--- src/rtl/fetch_ctrl_if.sv ---
// Fetch-stage bundle: PC register handshake, instruction-memory port, decode slot and redirects.
// master is the fetch controller side; slave is the PC register / memory / decode side.
interface fetch_ctrl_if;
  logic [31:0] pc;
  logic [31:0] next_pc;
  logic        pc_stall;
  logic        imem_req;
  logic [31:0] imem_addr;
  logic        imem_ack;
  logic [31:0] imem_rdata;
  logic        if_valid;
  logic [31:0] if_instr;
  logic [31:0] if_pc;
  logic        id_stall;
  logic        exc;
  logic        eret;
  logic [31:0] epc;
  logic        jmp;
  logic [31:0] jmp_target;
  logic        br_taken;
  logic [31:0] br_target;

  modport master (
    input  pc, imem_ack, imem_rdata, id_stall, exc, eret, epc, jmp, jmp_target,
           br_taken, br_target,
    output next_pc, pc_stall, imem_req, imem_addr, if_valid, if_instr, if_pc
  );

  modport slave (
    output pc, imem_ack, imem_rdata, id_stall, exc, eret, epc, jmp, jmp_target,
           br_taken, br_target,
    input  next_pc, pc_stall, imem_req, imem_addr, if_valid, if_instr, if_pc
  );
endinterface

--- src/rtl/fetch_ctrl.sv ---
// Instruction fetch controller: one outstanding imem request, a decode slot backed by a
// single skid entry, and redirect handling that discards in-flight data.
module fetch_ctrl #(
  parameter logic [31:0] ResetVector = 32'h0000_0000,
  parameter logic [31:0] ExcVector   = 32'h0000_0080
) (
  input logic         clk,
  input logic         rst,
  fetch_ctrl_if.master bus
);

  typedef enum logic [1:0] {StBoot, StReq, StDrop} state_e;

  state_e      state_q;
  logic        slot_valid_q, skid_valid_q;
  logic [31:0] slot_instr_q, slot_pc_q, skid_instr_q, skid_pc_q, drop_tgt_q;

  logic        redirect, consume, req, ack;
  logic [31:0] redir_tgt;

  always_comb begin
    redirect = (state_q != StBoot) && (bus.exc || bus.eret || bus.jmp || bus.br_taken);
    if (bus.exc)       redir_tgt = ExcVector;
    else if (bus.eret) redir_tgt = bus.epc;
    else if (bus.jmp)  redir_tgt = bus.jmp_target;
    else               redir_tgt = bus.br_target;
    consume = slot_valid_q && !bus.id_stall;
    // A pending skid entry blocks new requests; DROP keeps the abandoned one alive until ack.
    req     = ((state_q == StReq) && !skid_valid_q) || (state_q == StDrop);
    ack     = req && bus.imem_ack;
  end

  always_comb begin
    bus.imem_req  = req;
    bus.imem_addr = bus.pc;
    bus.if_valid  = slot_valid_q;
    bus.if_instr  = slot_instr_q;
    bus.if_pc     = slot_pc_q;
    bus.next_pc   = bus.pc + 32'd4;
    bus.pc_stall  = 1'b1;
    unique case (state_q)
      StBoot: begin
        bus.next_pc  = ResetVector;
        bus.pc_stall = 1'b0;
      end
      StReq: begin
        if (redirect && (!req || ack)) begin
          bus.next_pc  = redir_tgt;
          bus.pc_stall = 1'b0;
        end else if (ack && !redirect) begin
          bus.pc_stall = 1'b0;
        end
      end
      StDrop: begin
        if (ack) begin
          bus.next_pc  = redirect ? redir_tgt : drop_tgt_q;
          bus.pc_stall = 1'b0;
        end
      end
      default: ;
    endcase
  end

  always_ff @(posedge clk or posedge rst) begin
    if (rst) begin
      state_q      <= StBoot;
      slot_valid_q <= 1'b0;
      skid_valid_q <= 1'b0;
      slot_instr_q <= '0;
      slot_pc_q    <= '0;
      skid_instr_q <= '0;
      skid_pc_q    <= '0;
      drop_tgt_q   <= '0;
    end else begin
      case (state_q)
        StBoot: state_q <= StReq;
        StReq: begin
          if (redirect && req && !ack) begin
            state_q    <= StDrop;
            drop_tgt_q <= redir_tgt;
          end
        end
        StDrop: begin
          if (ack)           state_q    <= StReq;
          else if (redirect) drop_tgt_q <= redir_tgt;
        end
        default: state_q <= StBoot;
      endcase

      if (redirect) begin
        slot_valid_q <= 1'b0;
        skid_valid_q <= 1'b0;
      end else if (skid_valid_q) begin
        if (consume) begin
          slot_instr_q <= skid_instr_q;
          slot_pc_q    <= skid_pc_q;
          skid_valid_q <= 1'b0;
        end
      end else if ((state_q == StReq) && ack) begin
        if (!slot_valid_q || consume) begin
          slot_instr_q <= bus.imem_rdata;
          slot_pc_q    <= bus.pc;
          slot_valid_q <= 1'b1;
        end else begin
          skid_instr_q <= bus.imem_rdata;
          skid_pc_q    <= bus.pc;
          skid_valid_q <= 1'b1;
        end
      end else if (consume) begin
        slot_valid_q <= 1'b0;
      end
    end
  end

endmodule

--- src/flat_wrapper.sv ---
// flat-port wrapper written by rule: the top's interface ports become plain ports
module fetch_ctrl_flat 
#(
  parameter logic [31:0] ResetVector = 32'h0000_0000,
  parameter logic [31:0] ExcVector   = 32'h0000_0080
)
  (clk, rst, bus_pc, bus_imem_ack, bus_imem_rdata, bus_id_stall, bus_exc, bus_eret, bus_epc, bus_jmp, bus_jmp_target, bus_br_taken, bus_br_target, bus_next_pc, bus_pc_stall, bus_imem_req, bus_imem_addr, bus_if_valid, bus_if_instr, bus_if_pc);
  fetch_ctrl_if bus_i ();
  input logic clk;
  input logic rst;
  input wire logic [$bits(bus_i.pc)-1:0] bus_pc;
  input wire logic [$bits(bus_i.imem_ack)-1:0] bus_imem_ack;
  input wire logic [$bits(bus_i.imem_rdata)-1:0] bus_imem_rdata;
  input wire logic [$bits(bus_i.id_stall)-1:0] bus_id_stall;
  input wire logic [$bits(bus_i.exc)-1:0] bus_exc;
  input wire logic [$bits(bus_i.eret)-1:0] bus_eret;
  input wire logic [$bits(bus_i.epc)-1:0] bus_epc;
  input wire logic [$bits(bus_i.jmp)-1:0] bus_jmp;
  input wire logic [$bits(bus_i.jmp_target)-1:0] bus_jmp_target;
  input wire logic [$bits(bus_i.br_taken)-1:0] bus_br_taken;
  input wire logic [$bits(bus_i.br_target)-1:0] bus_br_target;
  output wire logic [$bits(bus_i.next_pc)-1:0] bus_next_pc;
  output wire logic [$bits(bus_i.pc_stall)-1:0] bus_pc_stall;
  output wire logic [$bits(bus_i.imem_req)-1:0] bus_imem_req;
  output wire logic [$bits(bus_i.imem_addr)-1:0] bus_imem_addr;
  output wire logic [$bits(bus_i.if_valid)-1:0] bus_if_valid;
  output wire logic [$bits(bus_i.if_instr)-1:0] bus_if_instr;
  output wire logic [$bits(bus_i.if_pc)-1:0] bus_if_pc;
  assign bus_i.pc = bus_pc;
  assign bus_i.imem_ack = bus_imem_ack;
  assign bus_i.imem_rdata = bus_imem_rdata;
  assign bus_i.id_stall = bus_id_stall;
  assign bus_i.exc = bus_exc;
  assign bus_i.eret = bus_eret;
  assign bus_i.epc = bus_epc;
  assign bus_i.jmp = bus_jmp;
  assign bus_i.jmp_target = bus_jmp_target;
  assign bus_i.br_taken = bus_br_taken;
  assign bus_i.br_target = bus_br_target;
  assign bus_next_pc = bus_i.next_pc;
  assign bus_pc_stall = bus_i.pc_stall;
  assign bus_imem_req = bus_i.imem_req;
  assign bus_imem_addr = bus_i.imem_addr;
  assign bus_if_valid = bus_i.if_valid;
  assign bus_if_instr = bus_i.if_instr;
  assign bus_if_pc = bus_i.if_pc;
  fetch_ctrl #(.ResetVector(ResetVector), .ExcVector(ExcVector)) u_core (.clk(clk), .rst(rst), .bus(bus_i));
endmodule
--- config.mk ---
export PLATFORM = sky130hd
export DESIGN_NAME = fetch_ctrl_flat
export DESIGN_NICKNAME = d
export VERILOG_FILES = /design/src/rtl/fetch_ctrl_if.sv /design/src/rtl/fetch_ctrl.sv /design/src/flat_wrapper.sv
export SDC_FILE = /design/constraint.sdc
export NUM_CORES = 1
export LEC_CHECK = 0
export CORE_MARGIN = 5
export CORE_UTILIZATION = 44
export CTS_BUF_LIST = sky130_fd_sc_hd__clkbuf_8
export CTS_CLUSTER_DIAMETER = 150
export DETAILED_ROUTE_END_ITERATION = 10
export PLACE_DENSITY = 0.82
export REMOVE_ABC_BUFFERS = 1
export SYNTH_ARGS = -nofsm -noshare
export SYNTH_HDL_FRONTEND = slang
export SYNTH_SLANG_ARGS = --single-unit
--- constraint.sdc ---
create_clock -name clk -period 5.96 [get_ports clk]
set_input_delay 1.192 -clock clk [delete_from_list [all_inputs] [get_ports clk]]
set_output_delay 1.192 -clock clk [all_outputs]
set_load 0.03 [all_outputs]
==> qor.yml, run 1 <==
hold_path_end: "u_core.drop_tgt_q[23]$_DFFE_PP0P_"
dieHeight_um: 156
cts-resized-gates: 0
critical-path-slowest-cell: "sky130_fd_sc_hd__nor4_4"
critical_path.startpoint_type: "primary input"
post_detailed_route_drc_marker_count: 0
hold_ws_ns: 0.491
crit_buf_inv: 3
root_buffer: "sky130_fd_sc_hd__clkbuf_8"
dr_total_vias: 8309
final_design_area_no_fill_um2: 12900
r2r-end: "u_core.drop_tgt_q[25]$_DFFE_PP0P_"
fp.dieW_um: 156
row_count: 53
period_share_pct: 89.1
detail_route.wirelength_um: 29100
critPathMostFrequentCell: "sky130_fd_sc_hd__buf_12"
htreeDepth: 4
timing_worst_setup_path_type: "primary input to output port"
start_util_pct: 44.7
grt_setup_unrepaired: "false"
antenna_found_initial: 0
netlist.area_leader.share_pct: 43.7
timing.final.ws_setup_ns: 0.649
yosysUniqueCellTypes: 55
post-cts-setup-buffers: 0
cp_data_arrival_time_ns: 4.12
post-synth-top-area-cell: "sky130_fd_sc_hd__dfrtp_1"
routabilityCongestion: 0.904
syn_to_final_growth_pct: 37.8
power.total_uw: 5560
yosysWarnings: 0
clock_latency_ns: 0.45
gr_ovfl_total: 0
mostFrequentLayoutCell: "sky130_fd_sc_hd__clkdlybuf4s50_1"
worstReg2RegStart: "u_core.state_q[0]$_DFFE_PP0P_"
synth-seq-area-share_pct: 43.7
layout_common_cells: "sky130_fd_sc_hd__clkdlybuf4s50_1 (271), sky130_fd_sc_hd__dfrtp_1 (163), sky130_fd_sc_hd__a21oi_1 (96)"
max-cap-violations: 0
synthArstFlopShare_pct: 100
maxSlewHeadroom_pct: 38.0
wire_length_of_the_first_global_routing_pass_um: 45600
hold_path_class: "register to register"
tritoncts: "done"
number_of_global_route_vias_before_repair: 8310
grt_use_total_pct: 23.4
ys_top_cells_by_area: "sky130_fd_sc_hd__dfrtp_1 (44%), sky130_fd_sc_hd__mux2_2 (11%), sky130_fd_sc_hd__mux2i_1 (8.1%), sky130_fd_sc_hd__a21oi_1 (5.1%), sky130_fd_sc_hd__nor2_1 (3.7%)"
cts_made_buffers: 17
die_area_um2: 24400
hold_path_depth: 2
ys.flop_type: "sky130_fd_sc_hd__dfrtp_1"
maxSlewViolCount: 0
cellPowerDensity_nw_per_um2: 429
cts-hold-fix-buffers: 0
r2r_slack_ns: 2.80
antenna_cells_inserted: 0
path_clk_slew_ns: 0.08
grt_max_degree: 129
antenna_left: 0
drtIter0Drc: 619
numClockSinks: 164
postSynthCellCount: 962
cts-root-to-sink-buffers: 2
setup_viol: 0
dp_slack_ns: 0.703
drt-pass1-iter-count: 6
p_leak_uw: 0.00524
cell_chain_of_the_critical_path: "clkdlybuf4s50_1 -> nor4_4 -> buf_12 -> or3_1 -> o21ai_1 -> o21ai_0 -> buf_12"
nets: 1374
ios: 299
netlist_area_um2: 9400
worst_path_largest_cell_delay_ns: 0.64
wl_per_cell_um: 19.5
finalHoldViolCount: 0
cp_max_fo: 29
hold_start: "u_core.drop_tgt_q[23]$_DFFE_PP0P_"
timing.critical_path.max_delay_family: "buffers and inverters"
postPlaceCellArea_um2: 12500
drive_above_1_share_pct: 14.7
flops_latches_synth: 164
worst_setup_path_end_kind: "output port"
clock.fmax_mhz: 188
hpwl_um: 21600
worst_ir_drop_vdd_mv: 0.284
post_synth.cell_area_avg_um2: 9.77
critical_path_required_ns: 4.77
run_status: "finished, final reports clean"
min_period_ns: 5.31
worst_pin_slew_ns: 0.930
vias_per_cell: 5.57
numPortBuffers: 298
finalClockSkew_ns: 0.0190
rr_worst_depth: 5
core_area_um2: 21000
synth-edff-count: 0
worst max-delay path by stage:
stage / startpoint / to / slack (ns) / cells past startpoint
6_report: bus_exc / bus_next_pc[29] / 0.65 / 7
5_1_grt: bus_exc / bus_next_pc[8] / 0.45 / 7
4_1_cts: bus_pc[7] / bus_next_pc[19] / 0.70 / 7
3_5_place_dp: bus_pc[10] / bus_next_pc[19] / 0.70 / 7
3_3_place_gp: bus_pc[7] / bus_next_pc[23] / 0.75 / 7
2_1_floorplan: bus_eret / u_core.bus.if_instr[0]$_DFFE_PP0P_ / -3.92 / 4
worst min-delay path, stage by stage (launching register included):
cell                      delay, ns
sky130_fd_sc_hd__dfrtp_1       0.35
sky130_fd_sc_hd__nand2_1       0.05
sky130_fd_sc_hd__o21ai_0       0.06
cells in the mapped netlist (4+ instances only):
library cell / n
sky130_fd_sc_hd__mux2_1: 9
sky130_fd_sc_hd__a31oi_1: 7
sky130_fd_sc_hd__a22oi_1: 16
sky130_fd_sc_hd__xnor2_1: 10
sky130_fd_sc_hd__inv_1: 10
sky130_fd_sc_hd__mux2i_1: 76
sky130_fd_sc_hd__xor2_1: 16
sky130_fd_sc_hd__nor2b_1: 9
sky130_fd_sc_hd__nor3_1: 7
sky130_fd_sc_hd__nand2_1: 74
sky130_fd_sc_hd__o2111ai_1: 5
sky130_fd_sc_hd__a211oi_1: 5
sky130_fd_sc_hd__nor4_1: 4
sky130_fd_sc_hd__buf_2: 18
sky130_fd_sc_hd__buf_6: 6
sky130_fd_sc_hd__o21ai_0: 58
sky130_fd_sc_hd__buf_1: 5
sky130_fd_sc_hd__nand3_1: 18
sky130_fd_sc_hd__nand4_1: 9
sky130_fd_sc_hd__clkbuf_1: 36
sky130_fd_sc_hd__and3_1: 4
sky130_fd_sc_hd__nor2_1: 92
sky130_fd_sc_hd__dfrtp_1: 164
sky130_fd_sc_hd__o211ai_1: 26
sky130_fd_sc_hd__a21oi_1: 96
sky130_fd_sc_hd__mux2_2: 90
sky130_fd_sc_hd__a21o_1: 4
sky130_fd_sc_hd__buf_4: 32
sky130_fd_sc_hd__nand2b_1: 17
sky130_fd_sc_hd__o221ai_1: 4
report_power, final:
group | internal, µW | total, µW | switching (µW) | leakage, µW
logic | 1230 | 2790 | 1550 | 0.00298
registers | 1620 | 1930 | 313 | 0.00205
clock network | 338 | 840 | 502 | 0.000214
per-layer routing:
layer | vias to the layer above | wire, µm | GRT usage [%] | share of wire [%]
met2 | 371 | 14000 | 38.3 | 48
met5 | - | 0 | 0 | 0
met1 | 3984 | 12000 | 31.1 | 41
li1 | 3913 | - | - | -
met4 | 0 | 658 | 6.86 | 2.3
met3 | 41 | 2470 | 5.60 | 8.5
logic make-up (layout without fill, tap and decap cells):
logic type	count (synthesis)	count (layout)	synth area share [%]
flip-flops	164	164	43.7
AO/OA/AOI/OAI	244	244	15.7
multiplexers	175	175	20.0
XOR/XNOR	26	26	2.42
adder cells (fa/ha/maj)	1	1	0.133
buffers and inverters	108	364	6.31
AND/OR/NAND/NOR	244	244	11.9
sequential cells by signal (all words and copies together) (netlist names):
name / count
u_core.bus.if_instr: 32
u_core.bus.if_pc: 32
u_core.bus.if_valid: 1
u_core.drop_tgt_q: 32
u_core.skid_instr_q: 32
u_core.skid_pc_q: 32
u_core.skid_valid_q: 1
u_core.state_q: 2
area by class of cell:
type / count / area [µm²]
well taps: 275 / 344
flip-flops and latches: 164 / 4110
multi-input cells: 690 / 4720
fillers: 1754 / 8070
repair buffers: 321 / 3310
inverters: 11 / 46.3
clock inverters: 14 / 175
clock buffers: 18 / 248
metrics by stage:
stage,setup TNS [ns],util [%],instances
after floorplan,-251.10,-,865
after global placement,0,59.6,1461
after detailed placement,0,59.6,1461
after CTS,0,61.6,1493
after global routing,0,61.6,1493
final,0,61.6,1493
Power figures use the tool's default switching activity.
==> run 2, diff against run 1 <==
Settings changed: CORE_UTILIZATION 44 to 35, PLACE_DENSITY 0.82 to 0.68.
==> qor.yml, run 2 (synthesis results as in run 1) <==
run_status: "finished, final reports clean"
start_util_pct: 35.2
setup_viol: 0
drtIter0Drc: 407
worst_pin_slew_ns: 1.06
filler_cell_count: 2490
dp_slack_ns: 0.553
dr_total_vias: 8228
cellPowerDensity_nw_per_um2: 433
critical_path.startpoint_type: "primary input"
timing.critical_path.max_delay_family: "buffers and inverters"
grt_setup_unrepaired: "false"
min_period_ns: 5.46
cts-resized-gates: 0
clock_latency_ns: 0.47
crit_path_start: "bus_exc"
post-cts-setup-buffers: 0
mostFrequentLayoutCell: "sky130_fd_sc_hd__clkdlybuf4s50_1"
cp_data_arrival_time_ns: 4.27
power.total_uw: 5690
timing.final.ws_setup_ns: 0.500
routed_length_on_met2_um: 14200
critPathMostFrequentCell: "sky130_fd_sc_hd__o21ai_0"
cts-hold-fix-buffers: 0
worst_ir_drop_vdd_mv: 0.284
p_leak_uw: 0.00529
hpwl_um: 21800
routabilityCongestion: 0.856
timing_worst_setup_path_type: "primary input to output port"
r2r_slack_ns: 2.89
worstReg2RegStart: "u_core.state_q[0]$_DFFE_PP0P_"
finalClockSkew_ns: 0.0149
swShare_pct: 41.4
row_count: 60
drt-pass1-iter-count: 5
wl_per_cell_um: 19.5
finalHoldViolCount: 0
nets: 1374
ios: 299
wire_length_of_the_first_global_routing_pass_um: 47800
detail_route.wirelength_um: 30400
detailroute.wirelength.met3_um: 2440
numPortBuffers: 298
intPower_uw: 3340
syn_to_final_growth_pct: 39.9
grt_use_total_pct: 19.6
path_clk_slew_ns: 0.10
power.share.combinational_pct: 49.9
cts_made_buffers: 17
seq_area_um2: 4110
drt-met1-wl_um: 13200
p_sw_uw: 2350
worst_setup_path_end_kind: "output port"
die_area_um2: 30200
critical_path_required_ns: 4.77
power_frac_seq_pct: 33.9
p_clk_share_pct: 16.3
cp_max_fo: 19
post_detailed_route_drc_marker_count: 0
vias_per_cell: 5.28
dieHeight_um: 174
grt_max_degree: 129
endpoint: "bus_next_pc[2]"
antenna_left: 0
topRoutingLayerUsed: "met4"
worst_path_largest_cell_delay_ns: 0.73
cts-root-to-sink-buffers: 2
number_of_global_route_vias_before_repair: 8280
critical-path-slowest-cell: "sky130_fd_sc_hd__clkdlybuf4s50_1"
fp.dieW_um: 174
rr_worst_depth: 4
drive_above_1_share_pct: 14.9
tritoncts: "done"
maxSlewHeadroom_pct: 28.9
htreeDepth: 4
antenna_cells_inserted: 0
clock.fmax_mhz: 183
max-cap-violations: 0
maxSlewViolCount: 0
cell_chain_of_the_critical_path: "clkdlybuf4s50_1 -> buf_4 -> or4_1 -> o21ai_0 -> o211ai_1 -> o21ai_0 -> o21ai_0 -> clkdlybuf4s50_1"
multiInputGateArea_um2: 4720
r2r-end: "u_core.drop_tgt_q[5]$_DFFE_PP0P_"
antenna_found_initial: 0
core_area_um2: 26700
hold_path_class: "register to register"
numClockSinks: 164
period_share_pct: 91.6
crit_buf_inv: 3
layout_common_cells: "sky130_fd_sc_hd__clkdlybuf4s50_1 (269), sky130_fd_sc_hd__dfrtp_1 (163), sky130_fd_sc_hd__a21oi_1 (96)"
root_buffer: "sky130_fd_sc_hd__clkbuf_8"
gr_ovfl_total: 0
cp_num_cells: 8
[run 2: metal layers]
metal	track usage [%]	vias up
li1	-	3903
met1	26.1	3996
met2	31.3	297
met3	6.19	32
met4	5.05	0
met5	0	-
[run 2: power groups by stage]
stage          Sequential [µW]  Combinational (µW)  Clock, µW
5_1_grt                   1990                3040        999
4_1_cts                   1930                2870        956
2_1_floorplan             2320                1150          0
6_report                  1930                2840        927
3_5_place_dp              1940                2860          0
3_3_place_gp              1920                2820          0
[run 2: tightest hold or removal path: stages, from the launching register on]
cell	delay (ns)
sky130_fd_sc_hd__dfrtp_1	0.36
sky130_fd_sc_hd__nand2_1	0.04
sky130_fd_sc_hd__o21ai_0	0.06
[run 2: worst min-delay path by stage]
stage	slack [ns]	cells past startpoint	end	from
after detailed placement	0.47	2	u_core.drop_tgt_q[1]$_DFFE_PP0P_	u_core.drop_tgt_q[1]$_DFFE_PP0P_
after global placement	0.46	2	u_core.drop_tgt_q[1]$_DFFE_PP0P_	u_core.drop_tgt_q[1]$_DFFE_PP0P_
after floorplan	0.44	2	u_core.drop_tgt_q[0]$_DFFE_PP0P_	u_core.drop_tgt_q[0]$_DFFE_PP0P_
final	0.49	2	u_core.drop_tgt_q[20]$_DFFE_PP0P_	u_core.drop_tgt_q[20]$_DFFE_PP0P_
after CTS	0.49	2	u_core.drop_tgt_q[1]$_DFFE_PP0P_	u_core.drop_tgt_q[1]$_DFFE_PP0P_
after global routing	0.51	1	u_core.skid_instr_q[18]$_DFFE_PP0P_	u_core.skid_instr_q[18]$_DFFE_PP0P_
[run 2: stage by stage]
| stage | instances | util, % | instance area (µm²) | TNS, ns | hold WS [ns] |
|---|---|---|---|---|---|
| 2_1_floorplan | 865 | - | 8850 | -251.10 | 0.444 |
| 3_3_place_gp | 1527 | 47.5 | 12700 | 0 | 0.459 |
| 3_5_place_dp | 1527 | 47.5 | 12700 | 0 | 0.466 |
| 4_1_cts | 1559 | 49.2 | 13200 | 0 | 0.490 |
| 5_1_grt | 1559 | 49.2 | 13200 | 0 | 0.513 |
| 6_report | 1559 | 49.2 | 13200 | 0 | 0.494 |
[run 2: layout make-up]
type	count	area share [%]
Clock buffer	19	1.99
Multi-Input combinational cell	690	35.9
Sequential cell	164	31.2
Clock inverter	13	1.40
Tap cell	341	3.24
Timing Repair Buffer	321	25.9
Inverter	11	0.352
==> run 3, diff against run 2 <==
Settings changed: CTS_CLUSTER_SIZE set to 30, PLACE_DENSITY 0.68 to 0.65.
Clock period 5.96 ns to 6.5 ns, I/O delays scaled along.
==> qor.yml, run 3 (synthesis results as in run 1) <==
run_status: "finished, final reports clean"
cellPowerDensity_nw_per_um2: 390
hold_start: "u_core.drop_tgt_q[0]$_DFFE_PP0P_"
r2r_slack_ns: 3.21
clock.fmax_mhz: 174
grt_max_degree: 105
crit_buf_inv: 2
final_util_pct: 48.5
post_detailed_route_drc_marker_count: 0
root_buffer: "sky130_fd_sc_hd__clkbuf_8"
numPlacedInstances: 1527
core_area_um2: 26700
grt_use_total_pct: 19.7
detail_route.wirelength_um: 30100
cts_made_buffers: 17
layout_common_cells: "sky130_fd_sc_hd__clkdlybuf4s50_1 (279), sky130_fd_sc_hd__dfrtp_1 (163), sky130_fd_sc_hd__a21oi_1 (96)"
drive_above_1_share_pct: 14.1
fp.dieW_um: 174
numPortBuffers: 298
timing.critical_path.max_delay_family: "buffers and inverters"
hpwl_um: 21900
drtIter0Drc: 555
tritoncts: "done"
maxSlewViolCount: 0
syn_to_final_growth_pct: 38.0
path_clk_slew_ns: 0.10
critical-path-slowest-cell: "sky130_fd_sc_hd__clkdlybuf4s50_1"
min_period_ns: 5.73
period_share_pct: 88.2
crit_path_start: "bus_exc"
antenna_left: 0
worst_path_largest_cell_delay_ns: 0.73
cts-resized-gates: 0
dr_total_vias: 8234
mostFrequentLayoutCell: "sky130_fd_sc_hd__clkdlybuf4s50_1"
r2r-end: "u_core.bus.if_pc[2]$_DFFE_PP0P_"
wl_per_cell_um: 19.3
cts-root-to-sink-buffers: 2
clock_latency_ns: 0.47
cell_chain_of_the_critical_path: "clkdlybuf4s50_1 -> nor4_4 -> or3_1 -> o21ai_1 -> o21ai_0 -> clkdlybuf4s50_1"
worstReg2RegStart: "u_core.skid_valid_q$_DFF_PP0_"
wire_length_of_the_first_global_routing_pass_um: 48000
htreeDepth: 4
fin_setup_tns_ns: 0
worst_setup_path_end_kind: "output port"
post-cts-setup-buffers: 0
setup_viol: 0
vias_per_cell: 5.28
final-instance-count-excl-fill: 1560
critical_path_required_ns: 5.20
critPathMostFrequentCell: "sky130_fd_sc_hd__clkdlybuf4s50_1"
antenna_found_initial: 0
numClockSinks: 164
postPlaceCellArea_um2: 12600
finalClockSkew_ns: 0.0133
max-cap-violations: 0
dieHeight_um: 174
hold_path_class: "register to register"
final_design_area_no_fill_um2: 13000
number_of_global_route_vias_before_repair: 8401
drt-pass1-iter-count: 5
grt_setup_unrepaired: "false"
critical_path.startpoint_type: "primary input"
timing_worst_setup_path_type: "primary input to output port"
cts-hold-fix-buffers: 0
cp_max_fo: 10
cp_data_arrival_time_ns: 4.43
rr_worst_depth: 6
nets: 1374
finalHoldViolCount: 0
routabilityCongestion: 0.843
die_area_um2: 30200
p_leak_uw: 0.00520
gr_ovfl_total: 0
hold_path_depth: 2
row_count: 60
maxSlewHeadroom_pct: 28.4
hold_path_end: "u_core.drop_tgt_q[0]$_DFFE_PP0P_"
ios: 299
start_util_pct: 35.2
worst_ir_drop_vdd_mv: 0.236
worst_pin_slew_ns: 1.07
==> run 3: cell types whose count changed in the layout (fill, tap and decap cells not counted), moves of 2 or more <==
cell                              previous run  this run
sky130_fd_sc_hd__bufinv_16                   3         0
sky130_fd_sc_hd__buf_4                      24        27
sky130_fd_sc_hd__buf_12                     26        13
sky130_fd_sc_hd__clkdlybuf4s50_1           269       279
sky130_fd_sc_hd__clkinv_8                    0         3
sky130_fd_sc_hd__inv_8                       3         5
==> run 3: area by class of cell <==
cell class	instances	area, µm²
Antenna cell	1	2.50
Multi-Input combinational cell	690	4720
Clock buffer	18	248
Fill cell	2510	13800
Timing Repair Buffer	321	3270
Clock inverter	14	155
Inverter	11	46.3
Tap cell	341	427
Sequential cell	164	4110
==> run 3: through the flow <==
step           hold WS, ns  total power, µW  setup slack (ns)
2_1_floorplan        0.444             3190             -3.49
3_3_place_gp         0.457             4270             0.864
3_5_place_dp         0.470             4310             0.795
4_1_cts              0.494             5110             0.784
5_1_grt              0.517             5370             0.644
6_report             0.489             5060             0.767
==> run 3: worst register-to-register path, stage by stage, from the launching register on <==
cell and delay, ns:
sky130_fd_sc_hd__dfrtp_4 0.68, sky130_fd_sc_hd__buf_4 0.78, sky130_fd_sc_hd__nand2_1 0.25, sky130_fd_sc_hd__a221oi_4 0.33, sky130_fd_sc_hd__buf_4 0.79, sky130_fd_sc_hd__nor2_1 0.23
sky130_fd_sc_hd__a21oi_1 0.16
==> run 3: layer usage <==
layer	wire (µm)	vias up	global-route usage [%]	part of all wire, %
li1	-	3917	-	-
met3	2080	34	4.84	6.9
met2	13700	274	30.9	45
met1	13700	4009	27.2	45
met5	0	-	0	0
met4	666	0	5.61	2.2
==> run 3: how the worst max path moves through the flow <==
stage / end / slack (ns) / cells past startpoint
detailed placement: bus_next_pc[12] / 0.79 / 6
global route: bus_next_pc[12] / 0.64 / 6
finish: bus_next_pc[12] / 0.77 / 6
global placement: bus_next_pc[12] / 0.86 / 6
CTS: bus_next_pc[12] / 0.78 / 6
floorplan: u_core.bus.if_instr[0]$_DFFE_PP0P_ / -3.49 / 4
==> run 3: power breakdown <==
part           internal [µW]  switching (µW)
Clock                    301             472
Combinational           1110            1410
Sequential              1480             275
